--- config.mk ---
export PLATFORM = sky130hd
export DESIGN_NAME = fifo_rd_stream
export DESIGN_NICKNAME = d
export VERILOG_FILES = /design/src/rtl/fifo_pkg.sv /design/src/rtl/fifo_rd_stream_chk.sv /design/src/rtl/fwft_buf2.sv /design/src/rtl/fifo_rd_stream.sv
export SDC_FILE = /design/constraint.sdc
export NUM_CORES = 1
export LEC_CHECK = 0
export ABC_AREA = 1
export CAP_MARGIN = 20
export CORE_UTILIZATION = 50
export CTS_CLUSTER_DIAMETER = 50
export DETAILED_ROUTE_END_ITERATION = 12
export GPL_TIMING_DRIVEN = 0
export PLACE_DENSITY_LB_ADDON = 0.1
export SYNTH_ARGS = -nofsm -noshare
export SYNTH_HDL_FRONTEND = slang
export SYNTH_SLANG_ARGS = --single-unit
--- constraint.sdc ---
create_clock -name r_clk -period 2.4 [get_ports r_clk]
set_input_delay 0.48 -clock r_clk [delete_from_list [all_inputs] [get_ports r_clk]]
set_output_delay 0.48 -clock r_clk [all_outputs]
set_load 0.02 [all_outputs]
--- src/rtl/fifo_pkg.sv ---
// Shared definitions for the asynchronous FIFO: default sizes, the data word
// type, the memory read latency and the slot-index helper for the read stage.
package fifo_pkg;

    localparam int FIFO_WIDTH = 8;
    localparam int FIFO_DEPTH = 16;
    localparam int ADDR_W     = $clog2(FIFO_DEPTH);
    localparam int RD_LAT     = 1;

    typedef logic [FIFO_WIDTH-1:0] fifo_data_t;

    // Slot that is count entries past head in a 2-entry ring
    function automatic logic slot_idx(input logic head, input logic [1:0] count);
        return head ^ count[0];
    endfunction

endpackage

--- src/rtl/fifo_rd_stream_chk.sv ---
// Invariant checks for the read stream stage: credit bound, no capture into a
// full buffer, no pop from an empty one, plus elaboration-time sanity checks.
module fifo_rd_stream_chk
    import fifo_pkg::*;
#(
    parameter int DEPTH = FIFO_DEPTH
) (
    input logic       r_clk,
    input logic       rst_n,
    input logic [1:0] count,
    input logic       inflight,
    input logic       wr_en,
    input logic       pop
);

    // The credit scheme only covers a single cycle of memory latency
    if (RD_LAT != 1) begin : g_bad_lat
        $error("fifo_rd_stream supports only a one-cycle memory read latency");
    end
    if ((DEPTH < 2) || (ADDR_W < 1)) begin : g_bad_depth
        $error("fifo_rd_stream expects a FIFO depth of at least two");
    end

    a_credit_bound : assert property (@(posedge r_clk) disable iff (!rst_n)
        (({1'b0, count} + {2'b00, inflight}) <= 3'd2));

    a_no_capture_full : assert property (@(posedge r_clk) disable iff (!rst_n)
        !(wr_en && (count == 2'd2)));

    a_no_pop_empty : assert property (@(posedge r_clk) disable iff (!rst_n)
        !(pop && (count == 2'd0)));

endmodule

--- src/rtl/fwft_buf2.sv ---
// Two-entry first-word-fall-through buffer. Its head word, valid flag and
// occupancy are all presented from registers.
module fwft_buf2
    import fifo_pkg::*;
#(
    parameter int WIDTH = FIFO_WIDTH
) (
    input  logic             r_clk,
    input  logic             rst_n,
    input  logic             wr_en,
    input  logic [WIDTH-1:0] wr_data,
    input  logic             pop,
    output logic             valid,
    output logic [WIDTH-1:0] data,
    output logic [1:0]       count
);

    logic [WIDTH-1:0] buf0_r;
    logic [WIDTH-1:0] buf1_r;
    logic [WIDTH-1:0] buf0_nxt_s;
    logic [WIDTH-1:0] buf1_nxt_s;
    logic             head_r;
    logic             head_nxt_s;
    logic [1:0]       count_r;
    logic [1:0]       count_nxt_s;
    logic             valid_r;
    logic [WIDTH-1:0] data_r;
    logic [WIDTH-1:0] data_nxt_s;
    logic             wr_slot_s;

    // Next state: the word lands in the tail slot and head advances on pop
    always_comb begin
        buf0_nxt_s  = buf0_r;
        buf1_nxt_s  = buf1_r;
        wr_slot_s   = slot_idx(head_r, count_r);
        head_nxt_s  = head_r ^ pop;
        count_nxt_s = count_r + {1'b0, wr_en} - {1'b0, pop};
        if (wr_en && (wr_slot_s == 1'b0)) begin
            buf0_nxt_s = wr_data;
        end else begin
            buf0_nxt_s = buf0_r;
        end
        if (wr_en && (wr_slot_s == 1'b1)) begin
            buf1_nxt_s = wr_data;
        end else begin
            buf1_nxt_s = buf1_r;
        end
        // Head word is pre-selected so data leaves straight from a flop
        if (head_nxt_s) begin
            data_nxt_s = buf1_nxt_s;
        end else begin
            data_nxt_s = buf0_nxt_s;
        end
    end

    // Buffer storage, pointers and registered outputs
    always_ff @(posedge r_clk or negedge rst_n) begin
        if (!rst_n) begin
            buf0_r  <= '0;
            buf1_r  <= '0;
            head_r  <= 1'b0;
            count_r <= 2'd0;
            valid_r <= 1'b0;
            data_r  <= '0;
        end else begin
            buf0_r  <= buf0_nxt_s;
            buf1_r  <= buf1_nxt_s;
            head_r  <= head_nxt_s;
            count_r <= count_nxt_s;
            valid_r <= (count_nxt_s != 2'd0);
            data_r  <= data_nxt_s;
        end
    end

    assign valid = valid_r;
    assign data  = data_r;
    assign count = count_r;

endmodule

--- src/rtl/fifo_rd_stream.sv ---
// Read-side output stage: turns the FIFO's request/empty interface with a
// one-cycle memory read into a first-word-fall-through valid/ready stream.
module fifo_rd_stream
    import fifo_pkg::*;
#(
    parameter int WIDTH = FIFO_WIDTH,
    parameter int DEPTH = FIFO_DEPTH
) (
    input  logic             r_clk,
    input  logic             rst_n,
    input  logic             empty,
    output logic             rd_rq,
    input  logic [WIDTH-1:0] rdata,
    output logic             m_valid,
    input  logic             m_ready,
    output logic [WIDTH-1:0] m_data,
    output logic [1:0]       level
);

    logic       inflight_r;
    logic       pop_s;
    logic       accept_s;
    logic       rd_rq_s;
    logic [2:0] credit_s;
    logic       buf_valid_s;
    logic [1:0] buf_count_s;

    // Credit compare: a slot freed by this cycle's pop may be re-requested
    // at once, which is what keeps one word per cycle flowing
    always_comb begin
        pop_s    = buf_valid_s & m_ready;
        credit_s = {1'b0, buf_count_s} + {2'b00, inflight_r} - {2'b00, pop_s};
        if (credit_s < 3'd2) begin
            rd_rq_s = 1'b1;
        end else begin
            rd_rq_s = 1'b0;
        end
        accept_s = rd_rq_s & ~empty;
    end

    // Tracks the read outstanding at the memory
    always_ff @(posedge r_clk or negedge rst_n) begin
        if (!rst_n) begin
            inflight_r <= 1'b0;
        end else begin
            inflight_r <= accept_s;
        end
    end

    fwft_buf2 #(
        .WIDTH (WIDTH)
    ) u_buf (
        .r_clk   (r_clk),
        .rst_n   (rst_n),
        .wr_en   (inflight_r),
        .wr_data (rdata),
        .pop     (pop_s),
        .valid   (buf_valid_s),
        .data    (m_data),
        .count   (buf_count_s)
    );

    fifo_rd_stream_chk #(
        .DEPTH (DEPTH)
    ) u_chk (
        .r_clk    (r_clk),
        .rst_n    (rst_n),
        .count    (buf_count_s),
        .inflight (inflight_r),
        .wr_en    (inflight_r),
        .pop      (pop_s)
    );

    assign rd_rq   = rd_rq_s;
    assign m_valid = buf_valid_s;
    assign level   = buf_count_s;

endmodule
**Word-level counts from Yosys, hierarchy flattened**

Cells that the tools add are included.

- $add $sub $neg: 4
- Multipliers: 0
- Div/mod/pow operators: 0
- Order comparisons: 1
- Eq/ne operators: 0
- Shift-type cells: 0
- Muxes and demuxes: 4
- Bitwise gates (word level): 6
- Reductions and logical operators: 3

Operator list:

| operator | number |
|---|---|
| two-way mux 8 bit | 3 |
| adder 2 x 1 -> 3 bit | 1 |
| less-than comparator 3 x 2 -> 1 bit (second input constant) | 1 |
| subtractor 3 x 1 -> 3 bit | 1 |
| adder 2 x 1 -> 2 bit | 1 |
| AND 1 bit | 2 |
| logical AND 1 bit | 2 |
| NOT 1 bit | 2 |
| nonzero test 2 bit | 1 |
| subtractor 2 x 1 -> 2 bit | 1 |
| bitwise XOR 1 bit | 2 |
| two-way mux 1 bit | 1 |

- Register bits: 29
- Latch bits: 0
- RAM bits: 0
- Memory bits (read-only): 0
- Bits of input ports: 12
- Output and inout bits: 12
- Word-level logic and storage cells: 25
- Memories: 0

**Logic depth before layout (Yosys ltp)**

Gate-level depths: netlist (run 1).

- Depth in word-level cells: 5
- Mapped depth: 9
- Depth with buffers taken out: 9

**Modules after synthesis**

Synthesis (run 1) repeated with hierarchy kept, for this count alone.

- Cell total of the unflattened synthesis: 161
- Area total of the unflattened synthesis: 1,436.4 um^2

Modules (own cells, without submodules):

| module | times used | cells each | area each (um^2) | seq. area each (um^2) |
|---|---|---|---|---|
| fwft_buf2 | 1 | 146 | 1,325.0 | 700.7 |
| fifo_rd_stream | 1 | 15 | 111.4 | 25.0 |

**Worst setup path before layout (run 1)**

OpenSTA, ideal clock, no wires.

- Path kind: register to output
- Start: reg u_buf.valid_r (netlist: u_buf.valid)
- End: out rd_rq
- Arrival time: 2.130 ns
- Data required time: 1.920 ns
- Slack: -0.210 ns
- Cell stages (with the launch flop): 8
- Buffers on the path: 0
- Cells stage by stage: dfrtp_1 > nand2_1 > inv_1 > ha_1 > inv_1 > ha_1 > fa_1 > nor3_1

- Cells in the longest elaborated chain, start to end: 4

RTL lines:

| what | RTL line | source |
|---|---|---|
| start, declared | fwft_buf2.sv:26 | `logic valid_r;` |
| start signal, assigned | fwft_buf2.sv:70 | `valid_r <= (count_nxt_s != 2'd0);` |
| AND 1 bit | fifo_rd_stream.sv:31 | `pop_s = buf_valid_s & m_ready;` |
| subtractor 3 x 1 -> 3 bit | fifo_rd_stream.sv:32 | `credit_s = {1'b0, buf_count_s} + {2'b00, inflight_r} - {2'b00, pop_s};` |
| named net credit_s[1] | fifo_rd_stream.sv:24 | `logic [2:0] credit_s;` |
| less-than comparator 3 x 2 -> 1 bit | fifo_rd_stream.sv:33 | `if (credit_s < 3'd2) begin` |
| two-way mux 1 bit | fifo_rd_stream.sv:33 |  |
| end, declared | fifo_rd_stream.sv:12 | `output logic rd_rq,` |

The timed path passes the listed nets, and every way through them passes these cells.

**Final worst setup path (run 1)**

- Start: reg u_buf.valid_r (netlist: u_buf.valid)
- End: out rd_rq

- Cells in the longest elaborated chain, start to end: 4

RTL lines:

| what | RTL line |
|---|---|
| AND 1 bit | fifo_rd_stream.sv:31 |
| subtractor 3 x 1 -> 3 bit | fifo_rd_stream.sv:32 |
| less-than comparator 3 x 2 -> 1 bit | fifo_rd_stream.sv:33 |
| two-way mux 1 bit | fifo_rd_stream.sv:33 |

No other way between the ends.

==> results.py, run 1 <==
metrics = {
    "synthesis": {
        "synth-compound-area-share_pct": 0,
        "netlist_instances": 152,
        "yosys.area.top_type": "dfrtp_1",
        "ys_ff_latch": 29,
        "synth_xor_area_share_pct": 1.85,
        "synthAdderAreaFrac_pct": 3.33,
        "synth_top_area_share_pct": 53.7,
        "synth-edff-count": 0,
        "syn_area_sq_mm": 0.00135,
        "syn_area_per_cell_sq_um": 8.90,
        "ys_warn_count": 0,
        "synth.area.mux_share_pct": 0,
        "synth_nets": 167,
        "synth_simple_gate_area_share_pct": 31.8,
        "seq_area_frac_synth_pct": 53.7,
        "synth-main-ff-cell": "dfrtp_1",
        "async_reset_ff_share_pct": 100,
        "synth_area_leaders": "dfrtp_1 54%, nand3_1 9.3%, inv_1 8.3%, nand2_1 7.8%, and2_1 7.4%",
        "yosys.cell_types.count": 18,
        "synth_top_family_by_area": "simple AND/OR/NAND/NOR gates",
    },
    "global_route": {
        "grt_max_degree": 16,
        "grt_pass1_wl_microns": 4730,
        "grt_pass1_vias": 1068,
        "grt_usage_pct": 23.9,
        "grt.overflow.total": 0,
        "antenna_found_initial": 0,
    },
    "final_layout": {
        "fill_cells": 201,
        "diodes": 0,
        "area.growth.synth_to_final_pct": 31.9,
        "final_nets": 201,
        "layout-drive-gt1-share_pct": 16.6,
        "register_area_sq_um": 726,
        "multiInputGateArea_sq_um": 544,
        "finalInstanceArea_sq_mm": 0.00178,
    },
    "sta": {
        "period_minus_slack_ps": 2540,
        "tightestPinTransition_ps": 762,
        "hold_viol_final": 0,
        "finalMaxSlewViolations": 0,
        "clock_skew_ps": 9.34,
        "slew_headroom_pct": 49.0,
        "period_share_pct": 106,
        "fin_ws_ps": -143,
        "grt_setup_unrepaired": "yes",
        "fmax_mhz": 393,
        "setup_violations": 1,
        "tns_ps": -143,
    },
    "detailed_routing": {
        "drt_wl_total_microns": 2790,
        "wire_per_inst_microns": 12.8,
        "via_per_inst": 4.94,
        "vias": 1071,
        "drt_first_iter_violations": 12,
        "drc": 0,
        "postRouteAntennaNets": 0,
        "dr.pass1.iters": 4,
    },
    "setup_path": {
        "cp-start-kind": "flop",
        "endpoint_kind": "primary output",
        "critPathMaxFanout": 2,
        "arrival_ps": 2060,
        "worstPathRequired_ps": 1920,
        "path_class": "reg2out",
    },
    "die": {
        "pin_count": 24,
        "start_util_pct": 53.6,
        "die_h_microns": 54.0,
        "core_sq_mm": 0.00252,
        "row_count": 18,
        "dieArea_sq_mm": 0.00292,
        "die_x_microns": 54.0,
    },
    "placed_design": {
        "detailed_place_hpwl_microns": 1830,
        "port_buffers": 23,
        "place_congestion": 0.748,
        "placed_area_sq_mm": 0.00166,
    },
    "hold_path": {
        "hold_class": "reg2reg",
    },
    "cts": {
        "h-tree-depth": 2,
        "clkSinkCount": 29,
        "clkTransAtPathRegs_ps": 100,
        "cts_buffers": 5,
        "clockRootBuffer": "clkbuf_4",
        "clock_latency_ps": 330,
        "cts_tree": "done",
        "ctsHoldBuffers": 0,
        "cts_buffer_depth": 2,
    },
    "power_and_ir_drop": {
        "p_per_area_mw_per_mm2": 1440,
        "irDropWorstVdd_v": 0.00114,
        "leakagePower_nw": 0.900,
    },
    "outcome": {
        "violations": "negative setup slack",
        "status": "complete, but fails checks",
    },
    "run": {
        "maxCapViolCount": 0,
    },
}
stage by stage:
stage	setup WS, ps	util, %	power [W]	hold WS (ps)	cells
finish	-143	70.7	0.00257	573	217
global route	-231	70.7	0.00279	600	217
CTS	-206	70.6	0.00258	581	217
detailed placement	-988	65.8	0.00213	521	206
global placement	-941	64.7	0.00208	507	205
floorplan	10.6	-	0.00169	184	152
path summary, 6_finish.rpt:
| check | from | endpoint | slack [ps] | depth (start not counted) |
|---|---|---|---|---|
| setup / recovery | u_buf.valid | rd_rq | -140 | 10 |
| max in group asynchronous | rst_n | inflight_r | 1270 | 2 |
| hold / removal | u_buf.buf0_r[5] | u_buf.data[5] | 570 | 4 |
| hold reg to reg | u_buf.buf0_r[5] | u_buf.data[5] | 570 | 4 |
| min in group asynchronous | rst_n | u_buf.buf0_r[4] | 600 | 1 |
| setup reg to reg | u_buf.valid | u_buf.valid | 430 | 8 |
kinds of logic (layout without fill, tap and decap cells):
group,Yosys count,count (layout)
simple gates,85,85
buf+inv,33,68
xor+xnor,2,2
flops,29,29
fa+ha+maj,3,3
where the power goes:
part	internal, W	total [W]	switching [W]
logic	0.000606	0.00140	0.000797
clock network	0.000170	0.000344	0.000174
registers	0.000733	0.000820	0.0000863
final cells by class:
cell class,count,area share (%)
Buffer,2,0.561
Clock buffer,7,3.65
Clock inverter,1,0.281
Inverter,31,6.52
Multi-Input combinational cell,90,30.5
Sequential cell,29,40.7
Tap cell,30,2.10
Timing Repair Buffer,27,15.7
repair_timing:
action                     4_1_cts  5_1_grt
pin swaps                        4        4
gates resized for setup         14        2
setup endpoints to repair        1        1
setup buffers                    3        0
cell usage after synthesis (2+ instances only):
master   count
nand4_1      8
buf_2        2
ha_1         2
nand3_1     25
and2_1      16
dfrtp_1     29
nand2_1     28
inv_1       30
nand2_2      3
flip-flops by register name (all words and copies together), names as in the netlist:
name,count
u_buf.data,8
u_buf.buf0_r,8
inflight_r,1
u_buf.valid,1
u_buf.count,2
u_buf.buf1_r,8
u_buf.head_r,1
cells in the final DEF (no fill, tap or decap), types with 2 or more instances in the layout:
cell type | synthesis | routed
inv_2 | 1 | 4
buf_2 | 2 | 2
clkbuf_8 | 0 | 2
ha_4 | 0 | 2
nand2_2 | 3 | 5
nand4_1 | 8 | 8
dfrtp_1 | 29 | 29
inv_1 | 30 | 27
buf_4 | 0 | 3
clkdlybuf4s50_1 | 0 | 21
nand3_1 | 25 | 25
and2_1 | 16 | 16
nand2_1 | 28 | 26
clkbuf_4 | 0 | 5
worst max-delay path, cell delays in order (launching register included):
cell,delay [ps]
dfrtp_1,400
nand2_2,90
inv_2,50
ha_4,250
inv_2,40
ha_4,150
fa_2,340
nand2_2,70
inv_2,40
nor3_4,180
buf_6,140
metal layers:
layer	global-route usage [%]	routed length, microns	vias to the layer above	part of all wire (%)
li1	-	-	541	-
met1	29.5	1270	492	45
met2	39.1	1330	34	48
met3	6.21	164	4	5.9
met4	10.3	25	0	0.90
met5	0	0	-	0
Power figures use the tool's default switching activity.
==> run 2, diff against run 1 <==
--- a/config.mk
+++ b/config.mk
@@ -6,11 +6,12 @@
 export NUM_CORES = 1
 export LEC_CHECK = 0
 export ABC_AREA = 1
-export CAP_MARGIN = 20
+export CORE_MARGIN = 4
 export CORE_UTILIZATION = 50
 export CTS_CLUSTER_DIAMETER = 50
 export DETAILED_ROUTE_END_ITERATION = 12
 export GPL_TIMING_DRIVEN = 0
+export MAX_ROUTING_LAYER = met4
 export PLACE_DENSITY_LB_ADDON = 0.1
 export SYNTH_ARGS = -nofsm -noshare
 export SYNTH_HDL_FRONTEND = slang
==> run 2 against run 1 <==
Net effect:
- the run still ends with negative setup slack left
- worst setup slack improved by 9.8 ps
- first-iteration DRC count increased to 3.1 times the previous value
- utilization increased by 3.1 points
- final cell count increased by 4.1%
- flip-flop and latch count unchanged
- register-to-register slack got worse by 300 ps
- count of clock-buffer cells in the layout unchanged
- clock power decreased by 11%
- clock skew decreased by 5.1 ps
- sequential share of layout area decreased by 1.7 points
- critical path type unchanged
- highest routed layer unchanged
==> results.py, run 2 (same netlist as run 1, synthesis figures left out) <==
metrics = {
    "outcome": {
        "status": "complete, but fails checks",
        "violations": "negative setup slack",
    },
    "cts": {
        "cts_tree": "done",
        "clkSinkCount": 29,
        "cts_buffers": 5,
        "clockRootBuffer": "clkbuf_4",
        "ctsHoldBuffers": 0,
        "clock_latency_ps": 330,
        "h-tree-depth": 2,
        "cts_buffer_depth": 2,
        "clkTransAtPathRegs_ps": 90,
    },
    "final_layout": {
        "final_util_pct": 73.9,
        "layout-drive-gt1-share_pct": 21.4,
        "diodes": 0,
        "final_cell_mix": "29 x dfrtp_1, 27 x inv_1, 26 x nand2_1",
        "final_common_cell": "dfrtp_1",
        "final_nets": 211,
        "finalInstanceArea_sq_mm": 0.00186,
        "area.growth.synth_to_final_pct": 37.7,
    },
    "die": {
        "row_count": 18,
        "core_sq_mm": 0.00252,
        "start_util_pct": 53.6,
        "dieArea_sq_mm": 0.00360,
        "pin_count": 24,
        "die_x_microns": 60.0,
        "die_h_microns": 60.0,
    },
    "setup_path": {
        "crit_start": "u_buf.valid",
        "worstPathRequired_ps": 1920,
        "endpoint_kind": "primary output",
        "path_class": "reg2out",
        "crit_end": "rd_rq",
        "critPathMaxFanout": 2,
        "cp-start-kind": "flop",
        "rr_endpoint": "u_buf.data[7]",
        "rr_worst_depth": 14,
        "reg2reg_slack_ps": 130,
        "arrival_ps": 2050,
        "r2r_start": "u_buf.valid",
    },
    "global_route": {
        "grt.overflow.total": 0,
        "grt_max_degree": 30,
        "antenna_found_initial": 0,
        "grt_pass1_wl_microns": 5150,
        "grt_usage_pct": 20.7,
        "grt_pass1_vias": 1170,
    },
    "run": {
        "maxCapViolCount": 0,
    },
    "sta": {
        "period_share_pct": 106,
        "tightestPinTransition_ps": 652,
        "fin_ws_ps": -133,
        "period_minus_slack_ps": 2530,
        "fmax_mhz": 395,
        "slew_headroom_pct": 56.5,
        "hold_viol_final": 0,
        "clock_skew_ps": 4.22,
        "tns_ps": -133,
        "setup_violations": 1,
        "finalMaxSlewViolations": 0,
        "grt_setup_unrepaired": "yes",
    },
    "detailed_routing": {
        "drt_first_iter_violations": 37,
        "drc": 0,
        "via_per_inst": 5.08,
        "drt_wl_total_microns": 3180,
        "wire_per_inst_microns": 14.1,
        "vias": 1147,
        "postRouteAntennaNets": 0,
        "dr.pass1.iters": 4,
    },
    "hold_path": {
        "hold_class": "in2async",
    },
    "placed_design": {
        "pre_cts_slack_ps": -978,
        "place_congestion": 0.740,
        "detailed_place_hpwl_microns": 1890,
        "port_buffers": 23,
        "placed_area_sq_mm": 0.00163,
    },
    "power_and_ir_drop": {
        "power_w": 0.00268,
        "irDropWorstVdd_v": 0.00143,
        "leakagePower_nw": 0.936,
        "p_per_area_mw_per_mm2": 1440,
    },
}
[run 2: power breakdown]
part | total, W | switching, W | internal, W
clock | 0.000306 | 0.000168 | 0.000138
sequential | 0.000831 | 0.0000974 | 0.000734
combinational | 0.00154 | 0.000860 | 0.000679
[run 2: area by class of cell]
type                    count  area [sq um]
repair buffers             36           323
well taps                  30          37.5
plain buffers               2          10.0
flip-flops and latches     29           726
clock buffers               7          55.1
fillers                   194           659
inverters                  31           116
multi-input cells          91           596
[run 2: per-stage QoR]
stage	hold WS, ps	cells
6_report	162	226
5_1_grt	198	226
4_1_cts	574	225
3_5_place_dp	522	205
3_3_place_gp	504	205
2_1_floorplan	184	152
[run 2: how the worst min path moves through the flow]
stage | start | end | cells past startpoint | slack [ps]
final | rst_n | u_buf.buf0_r[3] | 1 | 160
after global routing | rst_n | u_buf.data[3] | 1 | 200
after CTS | u_buf.buf1_r[7] | u_buf.buf1_r[7] | 3 | 570
after detailed placement | inflight_r | u_buf.count[0] | 1 | 520
after global placement | inflight_r | u_buf.count[0] | 1 | 500
after floorplan | rst_n | inflight_r | 0 | 180
[run 2: repair_timing]
item / in CTS / in global routing
setup buffers: 13 / 1
gates resized for setup: 15 / 5
endpoints found under the setup margin: 1 / 10
gates cloned: 0 / 1
pin swaps: 4 / 5
[run 2: critical path: stages, from the launching register on]
cell     delay (ps)
dfrtp_1         400
nand2_2          80
inv_2            40
ha_4            250
inv_2            40
ha_4            150
fa_2            340
nor2_1          230
nor3_4           70
buf_6           130
[run 2: layer usage]
layer	GRT usage [%]	vias to the layer above	wire length (microns)
li1	-	560	-
met1	23.4	549	1320
met2	33.3	29	1600
met3	6.70	9	186
met4	9.18	0	74
met5	-	-	0
==> run 3, diff against run 2 <==
--- a/config.mk
+++ b/config.mk
@@ -9,6 +9,7 @@
 export CORE_MARGIN = 4
 export CORE_UTILIZATION = 50
 export CTS_CLUSTER_DIAMETER = 50
+export CTS_CLUSTER_SIZE = 16
 export DETAILED_ROUTE_END_ITERATION = 12
 export GPL_TIMING_DRIVEN = 0
 export MAX_ROUTING_LAYER = met4
==> results of run 3 <==
Final layout, timing and power as in run 2 (identical DEF).
